**config.mk**
```make
export PLATFORM = sky130hd
export DESIGN_NAME = dot_acc_pl
export DESIGN_NICKNAME = d
export VERILOG_FILES = /design/src/rtl/dot_acc_pl_pkg.sv /design/src/rtl/sync_fifo_dq.sv /design/src/rtl/dot_acc_pl.sv
export SDC_FILE = /design/constraint.sdc
export NUM_CORES = 1
export LEC_CHECK = 0
export CAP_MARGIN = 0
export CORE_ASPECT_RATIO = 0.6
export CORE_UTILIZATION = 57
export CTS_CLUSTER_SIZE = 40
export DETAILED_ROUTE_END_ITERATION = 10
export GPL_ROUTABILITY_DRIVEN = 0
export PLACE_DENSITY = 0.78
export REMOVE_ABC_BUFFERS = 1
export SKIP_CTS_REPAIR_TIMING = 1
export SYNTH_ARGS = -nofsm -noshare
export SYNTH_HDL_FRONTEND = slang
export SYNTH_HIERARCHICAL = 1
export SYNTH_SLANG_ARGS = --single-unit
export TNS_END_PERCENT = 10
```
**constraint.sdc**
```tcl
create_clock -name clk -period 4.83 [get_ports clk]
set_input_delay 1.449 -clock clk [delete_from_list [all_inputs] [get_ports clk]]
set_output_delay 1.449 -clock clk [all_outputs]
set_load 0.05 [all_outputs]
```
**src/rtl/dot_acc_pl_pkg.sv**
```systemverilog
// Shared types and default widths for the dot-product row accumulator.
// Purely declarative: no logic, no latency, no flow control.
package dot_acc_pl_pkg;

  localparam int DEF_DATA_WIDTH = 32;
  localparam int DEF_LEN_WIDTH  = 16;

  typedef enum logic [1:0] {
    IDLE = 2'd0,
    ACC  = 2'd1,
    PUSH = 2'd2
  } state_t;

endpackage

```
**src/rtl/sync_fifo_dq.sv**
```systemverilog
// Small synchronous FIFO. Writes and pops are visible one edge after they occur, and the read port shows registered storage.
// A write is dropped when the FIFO is full and a pop is dropped when it is empty. A pop does not free a slot for a write in the same cycle.
module sync_fifo_dq #(
  parameter int WIDTH = 32,
  parameter int DEPTH = 4
) (
  input  logic                     clk,
  input  logic                     rst,
  input  logic                     push,
  input  logic                     pop,
  input  logic [WIDTH-1:0]         wr_data,
  output logic [WIDTH-1:0]         rd_data,
  output logic                     full,
  output logic                     empty,
  output logic [$clog2(DEPTH):0]   count
);

  localparam int AW = $clog2(DEPTH);
  localparam int CW = AW + 1;

  logic [WIDTH-1:0] mem [DEPTH];
  logic [AW-1:0]    wr_ptr;
  logic [AW-1:0]    rd_ptr;
  logic             do_push;
  logic             do_pop;

  assign full    = (count == CW'(DEPTH));
  assign empty   = (count == '0);
  assign do_push = push && !full;
  assign do_pop  = pop && !empty;
  assign rd_data = mem[rd_ptr];

  // Power-of-two depth lets the pointers wrap by plain overflow.
  always_ff @(posedge clk or negedge rst) begin
    if (!rst) begin
      for (int i = 0; i < DEPTH; i++) mem[i] <= '0;
      wr_ptr <= '0;
      rd_ptr <= '0;
      count  <= '0;
    end else begin
      if (do_push) begin
        mem[wr_ptr] <= wr_data;
        wr_ptr      <= wr_ptr + 1'b1;
      end
      if (do_pop) rd_ptr <= rd_ptr + 1'b1;
      case ({do_push, do_pop})
        2'b10:   count <= count + 1'b1;
        2'b01:   count <= count - 1'b1;
        default: ;
      endcase
    end
  end

endmodule

```
**src/rtl/dot_acc_pl.sv**
```systemverilog
// Sums row_len partials into one row result and queues it. The FIFO is written 2 edges after the last partial.
// Upstream flow control uses stall. Results are drained by the valid/ack handshake, and the FSM holds in PUSH while the FIFO is full.
module dot_acc_pl
  import dot_acc_pl_pkg::*;
#(
  parameter int DATA_WIDTH = DEF_DATA_WIDTH,
  parameter int LEN_WIDTH  = DEF_LEN_WIDTH,
  parameter int FIFO_DEPTH = 4
) (
  input  logic                  clk,
  input  logic                  rst,
  input  logic                  start,
  input  logic [LEN_WIDTH-1:0]  row_len,
  input  logic [DATA_WIDTH-1:0] in_res,
  input  logic                  in_ready,
  output logic [DATA_WIDTH-1:0] out_data,
  output logic                  out_valid,
  input  logic                  out_ack,
  output logic                  busy,
  output logic                  stall,
  output logic                  err
);

  localparam int              CW        = $clog2(FIFO_DEPTH) + 1;
  localparam logic [CW-1:0]   STALL_LVL = CW'(FIFO_DEPTH - 1);

  state_t                state;
  state_t                state_nxt;
  logic [DATA_WIDTH-1:0] acc;
  logic [DATA_WIDTH-1:0] acc_sum;
  logic [DATA_WIDTH-1:0] res_q;
  logic [LEN_WIDTH-1:0]  cnt;
  logic [LEN_WIDTH-1:0]  len_q;
  logic                  last_part;
  logic                  fifo_push;
  logic                  fifo_full;
  logic                  fifo_empty;
  logic [CW-1:0]         fifo_cnt;

  assign acc_sum   = acc + in_res;
  assign last_part = (cnt == len_q - 1'b1);

  always_ff @(posedge clk or negedge rst) begin
    if (!rst) state <= IDLE;
    else      state <= state_nxt;
  end

  always_comb begin
    state_nxt = state;
    fifo_push = 1'b0;
    unique case (state)
      IDLE: if (start) state_nxt = (row_len == '0) ? PUSH : ACC;
      ACC:  if (in_ready && last_part) state_nxt = PUSH;
      PUSH: begin
        // Full is taken from the registered count, so a same-cycle pop cannot make room.
        if (!fifo_full) begin
          fifo_push = 1'b1;
          state_nxt = IDLE;
        end
      end
      default: state_nxt = IDLE;
    endcase
  end

  always_ff @(posedge clk or negedge rst) begin
    if (!rst) begin
      acc   <= '0;
      cnt   <= '0;
      len_q <= '0;
      res_q <= '0;
      err   <= 1'b0;
    end else begin
      case (state)
        IDLE: if (start) begin
          len_q <= row_len;
          acc   <= '0;
          cnt   <= '0;
          if (row_len == '0) res_q <= '0;
        end
        ACC: if (in_ready) begin
          acc <= acc_sum;
          cnt <= cnt + 1'b1;
          if (last_part) res_q <= acc_sum;
        end
        default: ;
      endcase
      // Partials outside an open row are dropped and remembered until reset.
      if (in_ready && state != ACC) err <= 1'b1;
    end
  end

  sync_fifo_dq #(
    .WIDTH (DATA_WIDTH),
    .DEPTH (FIFO_DEPTH)
  ) u_fifo (
    .clk     (clk),
    .rst     (rst),
    .push    (fifo_push),
    .pop     (out_ack),
    .wr_data (res_q),
    .rd_data (out_data),
    .full    (fifo_full),
    .empty   (fifo_empty),
    .count   (fifo_cnt)
  );

  assign out_valid = !fifo_empty;
  assign busy      = (state != IDLE);
  assign stall     = (state == PUSH) || (fifo_cnt >= STALL_LVL);

endmodule
```
==> results of run 1 <==
power groups by stage:
stage                     Clock [W]  Sequential [W]  Combinational (W)
after floorplan                   0         0.00253            0.00178
after global placement            0         0.00257            0.00238
after detailed placement          0         0.00258            0.00245
after CTS                   0.00173         0.00255            0.00248
after global routing        0.00181         0.00259            0.00275
final                       0.00169         0.00255            0.00251
through the flow:
step / instances / setup WS (ps)
3_3_place_gp: 1332 / 241.5
5_1_grt: 1369 / 437.1
3_5_place_dp: 1332 / 186.0
6_report: 1369 / 561.9
4_1_cts: 1369 / 496.6
2_1_floorplan: 957 / -545.4
logic make-up after synthesis:
logic type	Yosys count	synth area share [%]
xor gates and xnor gates	67	4.820
AOI/OAI and AO/OA	193	10.98
adders and majority gates	40	4.234
muxes	177	19.32
DFF	234	48.10
and+or+nand+nor	220	9.106
buffers and inverters	80	3.443
routing by layer:
| layer | global-route usage (%) | up-vias |
|---|---|---|
| li1 | - | 3837 |
| met3 | 5.464 | 32 |
| met1 | 41.69 | 4288 |
| met2 | 40.46 | 277 |
| met4 | 4.693 | 0 |
| met5 | 0 | - |
cell type report:
type,count,area (um^2)
tap,273,341.6
inverter,26,97.59
sequential,234,5857
multi-input combinational,697,5939
fill,1519,6500
clock inverter,6,57.56
clock buffer,31,635.6
timing repair buffer,102,1041
worst max-delay path by stage:
stage / startpoint / endpoint / slack (ps) / cells after the start
after CTS: u_fifo/rd_ptr[0] / out_data[19] / 500 / 3
final: u_fifo/rd_ptr[0] / out_data[19] / 560 / 3
after global routing: u_fifo/rd_ptr[0] / out_data[19] / 440 / 3
after detailed placement: in_res[0] / res_q[30] / 190 / 12
after floorplan: start / cnt[13] / -550 / 8
after global placement: in_res[0] / res_q[30] / 240 / 12
cells in the final DEF, fill, tap and decap left out, types with 3 or more instances in the layout:
cell type and count:
dfrtp_1 233, mux2_2 144, clkdlybuf4s50_1 87, nand2_1 59, nor2_1 46, o21ai_0 44
ha_1 38, xnor2_1 37, a21oi_1 36, mux4_2 32, xor2_1 30, inv_1 25
a21o_1 23, clkbuf_16 23, a22o_1 22, nand3_1 20, nand2b_1 19, o31ai_1 16
nand4_1 14, nor3_1 14, a31oi_1 11, buf_4 10, o31ai_2 8, nor4_1 7
nor2b_1 6, o21bai_1 6, or2_2 5, nor2_4 5, clkbuf_1 5, or3_1 4
o2bb2ai_1 4, clkinv_2 4, buf_12 4, and2_1 3, o211ai_1 3, or4_1 3
clkbuf_8 3
registers in the layout, summed over array words and instances, names as in the netlist:
name           flops
u_fifo/mem       128
u_fifo/count       3
res_q             32
u_fifo/rd_ptr      2
len_q             16
err                1
acc               32
state              2
cnt               16
u_fifo/wr_ptr      2
==> results_dict.tcl, run 1 <==
set metrics [dict create \
    synth_ff_type "dfrtp_1" \
    syn_inst 1011 \
    drtAntennaViolNets 0 \
    antenna_found_initial 0 \
    critPathMaxStageDelay_ps 730 \
    comb_power_share_pct 37.1 \
    route.met2.wl_um 12700 \
    synth_top_cell_by_area "dfrtp_1" \
    p_sw_share_pct 36.74 \
    synth_edf_count 0 \
    skew_ps 20.20 \
    clk_pin_slew_worst_paths_ps 60 \
    top_layer "met4" \
    grt_pass1_vias 8320 \
    finish.utilization_pct 68.25 \
    ys_seq_area_share_pct 48.10 \
    fin_tns_setup_ps 0 \
    slew_headroom_pct 17.57 \
    cp.required_ps 3380 \
    arrival_ps 2820 \
    r2r_cells 10 \
    r2r-start "len_q[0]" \
    power_frac_clock_pct 25.1 \
    tightest_slew_ps 1234 \
    clock-sinks 234 \
    drive_above_1_share_pct 22.99 \
    peakVddDrop_mv 0.2847 \
    worst_hold_path_type "reg2reg" \
    cap_viol_max_count 0 \
    dr_wl_met3_um 1836 \
    crit_path_max_fanout 21 \
    path_cells "buf_12 -> mux4_2 -> clkdlybuf4s50_1" \
    timing.fmax_mhz 234.3 \
    core_mm2 0.02047 \
    setup_viol 0 \
    fin_crit_sh_pct 88.37 \
    final_area_mm2 0.01397 \
    hold_violations 0 \
    yosys_warnings 6 \
    report.final.slew_viol_count 0 \
    avgSynthCellArea_um2 12.04 \
    syn_to_final_growth_pct 14.75 \
    clk_latency_ps 510 \
    dp_hpwl_um 19080 \
    vias 8434 \
    reg2reg_to "res_q[28]" \
    whs_endpoint "err" \
    first_iter_violations 596 \
    synth_top_area_share_pct 48.10 \
    end_kind "output pin" \
    start_kind "flip-flop" \
    yosys.cell_count.top_type "dfrtp_1" \
    routed_wl_um 28510 \
    crit_family "buffers and inverters" \
    crit_slowest_cell "dfrtp_2" \
    final.min_clock_period_ps 4268 \
    grt_max_degree 105 \
    synthTopCellsByArea "dfrtp_1 48%, mux2_2 13%, mux4_2 5.9%" \
    nets 1176 \
    criticalPathCategory "reg2out" \
    synth_area_mm2 0.01217 \
    grt_use_total_pct 27.17 \
    drc 0 \
    async_reset_ff_share_pct 100.0 \
    leakage_nw 6.420 \
    numCtsBuffers 22 \
    rsz0062_at_grt "no" \
    firstDrtPassIters 4 \
    grt_remaining_overflow 0 \
    path_buf_inv 2 \
    ys_ff_latch 234 \
    die_w_um 190.7 \
    hold_start "err" \
    grt_first_pass_wirelength_um 46210 \
    intPower_w 0.004270 \
    cts_root_buf "clkbuf_16" \
    routed_via_density 6.161 \
    post_drt_wl_per_cell_um 20.83 \
    total_power_w 0.006750 \
    htree_levels 1 \
    num_io_pins 89 \
    rrSetupSlack_ps 800 \
    status "completed" \
    initial_core_util_pct 59.47 \
    power_frac_seq_pct 37.8 \
    io_buffers 88 \
    diodes 0 \
    wirelength_met1_um 13620 \
    rows 40 \
    placed_cell_area_mm2 0.01328 \
    cts_tree "done" \
    holdWs_ps 478.8 \
    holdPathStages 1 \
    power_switching_w 0.002480 \
    clockBufferDepth 3 \
    die_y_um 115.2 \
    ys_types 65 \
    power.density_mw_per_mm2 483.2 \
    die_area_mm2 0.02197 \
    netlist_top_cells_count "234 x dfrtp_1, 144 x mux2_2, 59 x nand2_1" \
]
No activity file was read; power rests on OpenSTA's default activity.
==> run 2: changes to the inputs <==
--- a/config.mk
+++ b/config.mk
@@ -6,7 +6,8 @@
 export NUM_CORES = 1
 export LEC_CHECK = 0
 export CAP_MARGIN = 0
-export CORE_ASPECT_RATIO = 0.6
+export CORE_ASPECT_RATIO = 1.25
+export CORE_MARGIN = 5
 export CORE_UTILIZATION = 57
 export CTS_CLUSTER_SIZE = 40
 export DETAILED_ROUTE_END_ITERATION = 10
@@ -16,6 +17,5 @@
 export SKIP_CTS_REPAIR_TIMING = 1
 export SYNTH_ARGS = -nofsm -noshare
 export SYNTH_HDL_FRONTEND = slang
-export SYNTH_HIERARCHICAL = 1
 export SYNTH_SLANG_ARGS = --single-unit
 export TNS_END_PERCENT = 10
==> results_dict.tcl, run 2 <==
set metrics [dict create \
    status "completed" \
    largestRegisters "u_fifo.mem x128, acc x32, res_q x32" \
    grt_pass1_vias 8850 \
    first_iter_violations 492 \
    syn_to_final_growth_pct 16.80 \
    synth_top_area_share_pct 48.55 \
    end_kind "flip-flop" \
    timing.fmax_mhz 243.1 \
    ys_types 64 \
    die_area_mm2 0.02419 \
    firstDrtPassIters 4 \
    pre_cts_ws_ps 219.9 \
    numCtsBuffers 25 \
    cp.required_ps 5190 \
    grt_use_total_pct 22.75 \
    fillCellCount 1566 \
    multi_input_area_mm2 0.005911 \
    start_kind "input pin" \
    rsz0062_at_grt "no" \
    finalNonFillerCells 1383 \
    setup_viol 0 \
    criticalPathCategory "in2reg" \
    post_drt_wl_per_cell_um 19.80 \
    yosys.cell_count.top_type "dfrtp_1" \
    drc 0 \
    rows 59 \
    r2r-start "len_q[0]" \
    cts_root_buf "clkbuf_16" \
    synth_area_mm2 0.01206 \
    io_buffers 88 \
    hold_violations 0 \
    dp.cells 1339 \
    synth_top_cell_by_area "dfrtp_1" \
    synthTopCellsByArea "dfrtp_1 49%, mux2_2 13%, mux4_2 6.0%" \
    async_reset_ff_share_pct 100.0 \
    regArea_mm2 0.005857 \
    htree_levels 1 \
    report.final.slew_viol_count 0 \
    fin_crit_sh_pct 85.15 \
    power_frac_seq_pct 35.0 \
    power_frac_clock_pct 26.4 \
    skew_ps 7.292 \
    nets 1185 \
    clock-sinks 234 \
    holdPathStages 1 \
    fin_tns_setup_ps 0 \
    comb_power_share_pct 38.6 \
    ys_ff_latch 234 \
    routed_wl_um 27380 \
    holdWs_ps 458.5 \
    diodes 0 \
    leakage_nw 6.578 \
    grt_max_degree 83 \
    routed_via_density 6.064 \
    r2r_cells 11 \
    syn_inst 1005 \
    slew_headroom_pct 38.98 \
    hold_start "err" \
    cap_viol_max_count 0 \
    clk_latency_ps 510 \
    largest_register_ffs 128 \
    arrival_ps 4480 \
    reg2reg_to "res_q[17]" \
    yosys_warnings 0 \
    initial_core_util_pct 57.93 \
    die_w_um 140.1 \
    drive_above_1_share_pct 23.44 \
    grt_first_pass_wirelength_um 45550 \
    synth_edf_count 0 \
    whs_endpoint "err" \
    avgSynthCellArea_um2 12.00 \
    tightest_slew_ps 915.3 \
    clk_pin_slew_worst_paths_ps 60 \
    top_register "u_fifo.mem" \
    grt_remaining_overflow 0 \
    intPower_w 0.004535 \
    power_switching_w 0.002723 \
    vias 8387 \
    total_power_w 0.007258 \
    dp_hpwl_um 18790 \
    num_io_pins 89 \
    setup_ws_ps 717.2 \
    peakVddDrop_mv 0.3650 \
    crit_path_max_fanout 4 \
    power.density_mw_per_mm2 515.3 \
    final_common_cell "dfrtp_1" \
    clockBufferDepth 3 \
    p_sw_share_pct 37.52 \
    core_mm2 0.02082 \
    die_y_um 172.6 \
    drtAntennaViolNets 0 \
    ys_seq_area_share_pct 48.55 \
    final_cell_mix "233 x dfrtp_1, 144 x mux2_2, 87 x clkdlybuf4s50_1" \
    antenna_found_initial 0 \
    synth_ff_type "dfrtp_1" \
    worst_hold_path_type "reg2reg" \
    netlist_top_cells_count "234 x dfrtp_1, 144 x mux2_2, 77 x nand2_1" \
    final.min_clock_period_ps 4113 \
    rrSetupSlack_ps 1140 \
    cts_tree "done" \
]
==> run 2: cell count changes in the layout (fill, tap and decap cells not counted), moves of 7 or more <==
cell	before	now
a21oi_1	36	44
a22o_1	22	40
nand2b_1	19	5
o21ai_0	44	36
a21o_1	23	13
a31oi_1	11	3
buf_4	10	18
o31ai_1	16	9
nand2_1	59	77
==> run 2: layout make-up <==
class	instances	area share (%)
Clock buffer	29	4.832
Clock inverter	15	1.048
Inverter	23	0.6129
Multi-Input combinational cell	700	41.96
Timing Repair Buffer	108	7.532
Sequential cell	234	41.58
Tap cell	274	2.434
==> run 2: how the worst max path moves through the flow <==
| stage | start | endpoint | cells past startpoint |
|---|---|---|---|
| 6_report | in_res[0] | acc[28] | 11 |
| 5_1_grt | in_res[0] | acc[28] | 11 |
| 4_1_cts | u_fifo.rd_ptr[0] | out_data[28] | 3 |
| 3_5_place_dp | in_res[0] | acc[28] | 11 |
| 3_3_place_gp | in_res[0] | acc[28] | 11 |
| 2_1_floorplan | in_res[0] | acc[28] | 10 |
==> run 2: power groups by stage <==
stage / combinational [W] / sequential, W / clock (W)
floorplan: 0.00196 / 0.00256 / 0
global placement: 0.00272 / 0.00256 / 0
detailed placement: 0.00277 / 0.00257 / 0
CTS: 0.00280 / 0.00254 / 0.00195
global route: 0.00307 / 0.00259 / 0.00203
finish: 0.00280 / 0.00254 / 0.00191
==> run 2: logic make-up (layout without fill, tap and decap cells) <==
kind of cell / count (synthesis) / in the layout / synth area share, %
AOI/OAI and AO/OA: 193 / 193 / 11.22
xor gates and xnor gates: 64 / 64 / 4.762
adders and majority gates: 40 / 40 / 4.274
buffers and inverters: 71 / 175 / 2.542
DFF: 234 / 234 / 48.55
muxes: 178 / 178 / 19.59
and+or+nand+nor: 225 / 225 / 9.067
==> run 2: layer usage <==
metal	GRT usage, %	share of wire [%]
met4	7.068	2.7
met1	29.31	41
met2	40.17	52
met5	0	0
met3	2.845	4.6
==> run 2: per-stage QoR <==
stage	util (%)	instance area, um^2
finish	67.66	14090
global route	67.66	14090
CTS	67.66	14090
detailed placement	63.69	13260
global placement	63.69	13260
floorplan	-	11840
==> run 2: critical path: stages <==
cell,delay [ps]
clkdlybuf4s50_1,400
ha_1,220
fa_1,440
a211oi_1,310
o21ai_0,140
a31oi_1,260
o21ai_0,290
a211o_1,390
a211oi_1,280
xor2_1,210
o31ai_1,80
